File: src/rtl/io_regfile_pkg.sv
// Shared register map defaults for the CPU wrapper and the I/O peripherals.
// Keeps the button and export window bases consistent across the codebase.
package io_regfile_pkg;

  localparam int DATA_WIDTH_DEF = 32;
  localparam int ADDR_WIDTH_DEF = 5;
  localparam int BTN_BASE_DEF   = 1;
  localparam int OUT_BASE_DEF   = 11;

  // Width of a counter that must reach cycles-1; never narrower than one bit.
  function automatic int cnt_width(input int cycles);
    return (cycles > 1) ? $clog2(cycles) : 1;
  endfunction

endpackage

File: src/rtl/io_regfile_btn_debounce.sv
// One button: 2-flop synchroniser, stability counter and debounced level.
// rise is high in the cycle whose closing edge flips db from 0 to 1.
module btn_debounce
  import io_regfile_pkg::*;
#(
  parameter int DEBOUNCE_CYCLES = 16
) (
  input  logic clock,
  input  logic ctrl_reset,
  input  logic btn_raw,
  output logic db,
  output logic rise
);

  localparam int            CW       = cnt_width(DEBOUNCE_CYCLES);
  localparam logic [CW-1:0] CNT_LAST = CW'(DEBOUNCE_CYCLES - 1);

  logic          sync1;
  logic          sync2;
  logic [CW-1:0] cnt;

  assign rise = sync2 & ~db & (cnt == CNT_LAST);

  always_ff @(posedge clock or posedge ctrl_reset) begin
    if (ctrl_reset) begin
      sync1 <= 1'b0;
      sync2 <= 1'b0;
      db    <= 1'b0;
      cnt   <= '0;
    end else begin
      sync1 <= btn_raw;
      sync2 <= sync1;
      // Any cycle agreeing with the current level restarts the count.
      if (sync2 != db) begin
        if (cnt == CNT_LAST) begin
          db  <= sync2;
          cnt <= '0;
        end else begin
          cnt <= cnt + 1'b1;
        end
      end else begin
        cnt <= '0;
      end
    end
  end

endmodule

File: src/rtl/io_regfile.sv
// Register file with a debounced push-button read window and an exported register window.
// Reads are combinational with write-through bypass on ordinary registers only.
module io_regfile
  import io_regfile_pkg::*;
#(
  parameter int DATA_WIDTH      = DATA_WIDTH_DEF,
  parameter int ADDR_WIDTH      = ADDR_WIDTH_DEF,
  parameter int NUM_BTN         = 4,
  parameter int BTN_BASE        = BTN_BASE_DEF,
  parameter int NUM_OUT         = 4,
  parameter int OUT_BASE        = OUT_BASE_DEF,
  parameter int DEBOUNCE_CYCLES = 16
) (
  input  logic                          clock,
  input  logic                          ctrl_reset,
  input  logic                          ctrl_writeEnable,
  input  logic [ADDR_WIDTH-1:0]         ctrl_writeReg,
  input  logic [ADDR_WIDTH-1:0]         ctrl_readRegA,
  input  logic [ADDR_WIDTH-1:0]         ctrl_readRegB,
  input  logic [DATA_WIDTH-1:0]         data_writeReg,
  output logic [DATA_WIDTH-1:0]         data_readRegA,
  output logic [DATA_WIDTH-1:0]         data_readRegB,
  input  logic [NUM_BTN-1:0]            btn_in,
  input  logic                          io_mode,
  output logic [NUM_OUT*DATA_WIDTH-1:0] reg_export
);

  localparam int NUM_REGS = 2 ** ADDR_WIDTH;

  if (NUM_BTN < 1 || BTN_BASE < 1 || BTN_BASE + NUM_BTN > NUM_REGS) begin : g_btn_range_bad
    $fatal(1, "io_regfile: button window outside 1..%0d", NUM_REGS - 1);
  end
  if (NUM_OUT < 1 || OUT_BASE < 1 || OUT_BASE + NUM_OUT > NUM_REGS) begin : g_out_range_bad
    $fatal(1, "io_regfile: export window outside 1..%0d", NUM_REGS - 1);
  end
  if (BTN_BASE < OUT_BASE + NUM_OUT && OUT_BASE < BTN_BASE + NUM_BTN) begin : g_overlap_bad
    $fatal(1, "io_regfile: button and export windows overlap");
  end
  if (DEBOUNCE_CYCLES < 1) begin : g_debounce_bad
    $fatal(1, "io_regfile: DEBOUNCE_CYCLES must be at least 1");
  end

  logic [DATA_WIDTH-1:0] mem [NUM_REGS];
  logic [NUM_BTN-1:0]    db;
  logic [NUM_BTN-1:0]    rise;
  logic [NUM_BTN-1:0]    sticky;
  logic [NUM_BTN-1:0]    sticky_clr;
  logic [NUM_BTN-1:0]    btn_view;

  function automatic logic is_btn(input logic [ADDR_WIDTH-1:0] a);
    return (int'(a) >= BTN_BASE) && (int'(a) < BTN_BASE + NUM_BTN);
  endfunction

  for (genvar b = 0; b < NUM_BTN; b++) begin : g_btn
    btn_debounce #(
      .DEBOUNCE_CYCLES(DEBOUNCE_CYCLES)
    ) u_btn_debounce (
      .clock      (clock),
      .ctrl_reset (ctrl_reset),
      .btn_raw    (btn_in[b]),
      .db         (db[b]),
      .rise       (rise[b])
    );
    assign sticky_clr[b] = ctrl_writeEnable & io_mode & (int'(ctrl_writeReg) == BTN_BASE + b);
  end

  // Set takes priority so a press landing on the acknowledge write is kept.
  always_ff @(posedge clock or posedge ctrl_reset) begin
    if (ctrl_reset) begin
      sticky <= '0;
    end else begin
      sticky <= (sticky & ~sticky_clr) | rise;
    end
  end

  always_ff @(posedge clock or posedge ctrl_reset) begin
    if (ctrl_reset) begin
      for (int i = 0; i < NUM_REGS; i++) begin
        mem[i] <= '0;
      end
    end else if (ctrl_writeEnable && ctrl_writeReg != '0 && !is_btn(ctrl_writeReg)) begin
      mem[ctrl_writeReg] <= data_writeReg;
    end
  end

  assign btn_view = io_mode ? sticky : db;

  function automatic logic [DATA_WIDTH-1:0] read_port(input logic [ADDR_WIDTH-1:0] a);
    logic [DATA_WIDTH-1:0] r;
    r = '0;
    if (a == '0) begin
      r = '0;
    end else if (is_btn(a)) begin
      for (int b = 0; b < NUM_BTN; b++) begin
        if (int'(a) == BTN_BASE + b) begin
          r = DATA_WIDTH'(btn_view[b]);
        end
      end
    end else if (ctrl_writeEnable && ctrl_writeReg == a) begin
      r = data_writeReg;
    end else begin
      r = mem[a];
    end
    return r;
  endfunction

  always_comb begin
    data_readRegA = read_port(ctrl_readRegA);
    data_readRegB = read_port(ctrl_readRegB);
  end

  // Peripherals see committed values only, never the in-flight write.
  for (genvar i = 0; i < NUM_OUT; i++) begin : g_export
    assign reg_export[i*DATA_WIDTH +: DATA_WIDTH] = mem[OUT_BASE + i];
  end

endmodule

File: config.mk
export PLATFORM = sky130hd
export DESIGN_NAME = io_regfile
export DESIGN_NICKNAME = d
export VERILOG_FILES = /design/src/rtl/io_regfile_pkg.sv /design/src/rtl/io_regfile_btn_debounce.sv /design/src/rtl/io_regfile.sv
export SDC_FILE = /design/constraint.sdc
export NUM_CORES = 2
export LEC_CHECK = 0
export ABC_AREA = 0
export BUFFER_PORTS_ARGS = -buffer_cell sky130_fd_sc_hd__buf_2
export CAP_MARGIN = 40
export CORE_AREA = 2 2 350 265
export DETAILED_ROUTE_END_ITERATION = 10
export DIE_AREA = 0 0 352 267
export PLACE_DENSITY = 0.89
export SYNTH_ARGS = -nofsm -noshare
export SYNTH_HDL_FRONTEND = slang
export SYNTH_SLANG_ARGS = --single-unit
export TNS_END_PERCENT = 5
File: constraint.sdc
create_clock -name clock -period 44.3 [get_ports clock]
set_clock_uncertainty 0.15 [all_clocks]
set_input_delay 8.86 -clock clock [delete_from_list [all_inputs] [get_ports clock]]
set_output_delay 8.86 -clock clock [all_outputs]
set_load 0.01 [all_outputs]
* After elaboration in Yosys (flattened, before gate mapping)
Cells that the tools add are included.
Storage, ports and cells: register bits 1056, input bits 55, output and inout bits 192, logic and storage cells 156
Cells by class: $add $sub $neg 4, $lt $le $gt $ge 10, equal/unequal tests 22, multiplexer cells 32, bitwise gates (word level) 23, reductions and logical operators 16
Operators by type and width (count):
- $bwmux 1024 | 1
- $mux 32 | 17
- $bmux 32 s5 | 2
- $demux 32 s5 | 1
- $mux 4 | 9
- $eq 5x3->1 const B | 6
- $ge 6x6->1 const B | 3
- $not 5->6 | 3
- $add 4x1->4 const B | 4
- $eq 4x4->1 const B | 4
- $eq 5x2->1 const B | 3
- $eq 5x4->1 const B | 3
- $ge 5x1->1 const B | 3
- $lt 5x3->1 const B | 3
- $and 1x1->1 | 13
- $eq 5x5->1 | 2
- $logic_not 5->1 | 2
- $logic_and 1x1->1 | 8
- $reduce_and 2->1 | 4
- $lt 6x1->1 const B | 1
- $reduce_bool 5->1 | 1
- $and 4x4->4 | 1
- $ne 1x1->1 | 4
- $not 1->1 | 4
- 4 further kinds | 5

* Logic depth before layout (Yosys ltp)
depth in word-level cells 7, mapped depth 9, gate-level depth less buffers 5

* Cells and area by module
Synthesis repeated with hierarchy kept, for this count alone.
Unflattened totals: cells, all modules 3829, area, all modules 55946.2 um2
Modules (own cells, without submodules):
- io_regfile | instances 1, cells each 3745, area each 54795.1 um2, seq. area each 25724.7 um2
- btn_debounce | instances 4, cells each 21, area each 287.8 um2, seq. area each 175.2 um2

* Worst setup path after synthesis
OpenSTA, ideal clock, no wires.
kind in2out, start point input ctrl_readRegA[0], end point output data_readRegA[7], arrival time 10508 ps, data required time 35290 ps, setup slack 24782 ps, cell stages on the path 7, buffers on the path 3, path through buf_2 > buf_4 > buf_2 > mux4_2 > o22ai_1 > nor2_1 > a32o_1
Between the ends: word-level cells in the longest chain between the ends 7, elaborated cells on any way between the ends 17, classes of those cells 2 x order compare; 3 x eq/ne; 8 x mux; 1 x bitwise; 3 x reduce/logical
Ends and longest elaborated chain:
- from (decl) | RTL line io_regfile.sv:18 | input logic [ADDR_WIDTH-1:0] ctrl_readRegA,
- $not 5->6 (not written as such) | RTL line io_regfile.sv:102 | r = mem[a];
- $bmux 32 s5 | RTL line io_regfile.sv:102
- $mux 32 (not written as such) (2 in series) | RTL line io_regfile.sv:102
- $mux 32 | RTL line io_regfile.sv:99 | end else if (ctrl_writeEnable && ctrl_writeReg == a) begin
- $mux 32 | RTL line io_regfile.sv:93 | end else if (is_btn(a)) begin
- $mux 32 * | RTL line io_regfile.sv:91 | if (a == '0) begin
- to (decl) | RTL line io_regfile.sv:21 | output logic [DATA_WIDTH-1:0] data_readRegA,
Mark *: on every way between the ends. The rest lies on a longest branch, timed or not. The select of a mux whose other input is x is not followed.

* Worst setup path after layout
Same ends and word-level chain as after synthesis.

==> flow_summary.json <==
{
  "endpoint_kind": "output port",
  "cts_sinks": 1056,
  "ir_worst_vdd_v": 0.00003427,
  "hold_buffers": 0,
  "status": "finished clean",
  "rsz0062_at_grt": "false",
  "synth_common_cells": "1056 x dfrtp_1, 765 x mux2_2, 513 x mux4_2",
  "hold_ws_ns": 0.1975,
  "layout.cells.non_filler": 4844,
  "via_count": 36071,
  "synth_top_area_share_pct": 47.37,
  "path_cells": "buf_8 > buf_12 > buf_4 > buf_16 > mux4_2 > o22ai_1 > nor2_1 > a32o_1 > buf_2",
  "area_growth_pct": 7.516,
  "top_layer": "met5",
  "critPathKind": "in2out",
  "synth_seq_cells": 1056,
  "power_density_nw_per_um2": 45.36,
  "finalWorstSetupSlack_ns": 22.76,
  "drt_wl_total_um": 159700,
  "start_util_pct": 61.52,
  "grt_max_degree": 115,
  "synth_area_um2": 55790,
  "rrSetupSlack_ns": 42.67,
  "worstMarginPinSlew_ns": 0.9997,
  "num_rows": 96,
  "hold_path_class": "reg2reg",
  "die_area_um2": 93980,
  "cts_tree": "yes",
  "grt_pass1_wl_um": 241200,
  "place_hpwl_um": 92520,
  "cts_setup_buffers": 0,
  "die-height_um": 267,
  "setup_tns_ns": 0,
  "wl_per_cell_um": 32.96,
  "synthMuxAreaShare_pct": 39.53,
  "synthFlopType": "dfrtp_1",
  "yosysTopAreaCell": "dfrtp_1",
  "cpPeakStageDelay_ns": 0.74,
  "timing.final.crit_share_pct": 48.62,
  "final_util_pct": 66.14,
  "htree_levels": 3,
  "synth_top_family_by_area": "multiplexers",
  "synth_compound_area_share_pct": 4.297,
  "cts_buffers": 102,
  "synth_adder_area_share_pct": 0.1794,
  "nets": 3596,
  "wl_met3_um": 21990,
  "synth_cells": 3761,
  "synth_edf_count": 0,
  "clock_latency_ns": 0.68,
  "setup_violations": 0,
  "drt_iter0_markers": 4467,
  "post-route-min-period_ns": 21.54,
  "yosysSeqAreaShare_pct": 47.37,
  "preCtsSetupSlack_ns": 22.75,
  "remaining_drc_errors": 0,
  "maxCapViolCount": 0,
  "hold_viol_final": 0,
  "ios": 247,
  "cp_max_fo": 114,
  "syn_nets": 3824,
  "cts_resized": 0,
  "critPathLaunchType": "input pin",
  "synth_most_common_cell": "dfrtp_1",
  "drt-vias-per-instance": 7.447,
  "synthTopCellsByArea": "dfrtp_1 47%, mux4_2 21%, mux2_2 15%",
  "cts-root-buf": "clkbuf_16",
  "overflow": 0,
  "critical-path-slowest-cell": "buf_12",
  "postSynthAreaPerCell_um2": 14.83,
  "core_area_um2": 90690,
  "crit_arrival_ns": 12.53,
  "die_width_um": 352,
  "drv_slew": 0,
  "postSynth.asyncResetShare_pct": 100.0,
  "ant_nets": 0,
  "clkSlewWorstSetupHoldPaths_ns": 0.06,
  "clk_path_buf_depth": 3,
  "synth.distinct_cells": 57,
  "io_buffers": 246,
  "slew_headroom_pct": 33.35,
  "synth_xor_area_share_pct": 0.2198,
  "drt-met1-wl_um": 58940,
  "grt_pass1_vias": 37523,
  "wl_met2_um": 70380,
  "p_leak_nw": 26.28,
  "ys.warnings.count": 0,
  "globalplace.congestion": 0.8471,
  "grt_use_total_pct": 34.21,
  "max_freq_ghz": 0.04643,
  "critPathRequiredTime_ns": 35.29,
  "synth_simple_gate_area_share_pct": 2.075,
  "antenna_found_initial": 12,
  "drive_above_1_share_pct": 50.79,
  "firstDrtPassIters": 6,
  "dp.cells": 4654
}
## registers in the layout, summed over array words and instances (netlist names)
signal                      flops
mem                           896
reg_export                    128
g_btn.u_btn_debounce.cnt       16
g_btn.u_btn_debounce.db         4
g_btn.u_btn_debounce.sync1      4
g_btn.u_btn_debounce.sync2      4
sticky                          4
## cell usage in the layout (no fill, tap or decap), types with 34 or more instances in the layout
cell type,count
dfrtp_1,1056
mux2_2,765
mux4_2,513
buf_2,240
mux2_1,106
clkbuf_16,102
o22ai_1,91
nand2_1,75
buf_4,70
mux2i_1,69
a22oi_1,61
nor2_1,43
nand3_1,37
a22o_1,34
## metrics by stage
step | power (mW) | instance area [µm²]
after floorplan | 1.629 | 55790
after global placement | 1.723 | 55900
after detailed placement | 1.762 | 56340
after CTS | 2.711 | 59970
after global routing | 2.803 | 59970
final | 2.721 | 59980
## per-layer routing
layer | vias up | track usage [%]
li1 | 13758 | -
met1 | 18743 | 47.60
met2 | 2877 | 48.71
met3 | 677 | 11.56
met4 | 16 | 16.44
met5 | - | 0.9231
## worst max-delay path: cells and delay by family
kind            cells  cell delay [ns]
buf+inv             5             2.28
mux                 1             0.55
compound gates      2             0.54
simple gates        1             0.09
## power breakdown
part	internal, mW	switching [mW]	leakage, nW	total [mW]
Combinational	0.296	0.235	10.7	0.530
Sequential	1.11	0.128	13.8	1.24
Clock	0.547	0.400	1.77	0.947
Total	1.96	0.763	26.3	2.72
## path summary, 6_finish.rpt
| kind | start | to | depth (start not counted) |
|---|---|---|---|
| worst max-delay path | ctrl_readRegA[0] | data_readRegA[7] | 9 |
| worst min-delay path | g_btn[3].u_btn_debounce.sync1 | g_btn[3].u_btn_debounce.sync2 | 0 |
| worst max register to register | g_btn[0].u_btn_debounce.cnt[0] | g_btn[0].u_btn_debounce.db | 4 |
| worst min register to register | g_btn[3].u_btn_debounce.sync1 | g_btn[3].u_btn_debounce.sync2 | 0 |
| max in group asynchronous | ctrl_reset | mem[348] | 7 |
| min in group asynchronous | ctrl_reset | mem[680] | 2 |
## area by class of cell
| class | count | area (µm²) |
|---|---|---|
| well taps | 1225 | 1533 |
| clock inverters | 56 | 842.1 |
| fillers | 5623 | 30710 |
| diodes | 6 | 15.01 |
| multi-input cells | 2027 | 26040 |
| repair buffers | 334 | 2292 |
| inverters | 12 | 52.55 |
| clock buffers | 128 | 2780 |
| flip-flops and latches | 1056 | 26430 |
## cells by family (layout without fill, tap and decap cells)
| logic type | count (synthesis) | in the layout |
|---|---|---|
| AND/OR/NAND/NOR | 234 | 234 |
| adder cells (fa/ha/maj) | 8 | 8 |
| flip-flops | 1056 | 1056 |
| AO/OA/AOI/OAI | 318 | 318 |
| XOR/XNOR | 14 | 14 |
| other | 0 | 6 |
| multiplexers | 1453 | 1453 |
| buffers and inverters | 678 | 530 |
No activity file was read; power rests on OpenSTA's default activity.
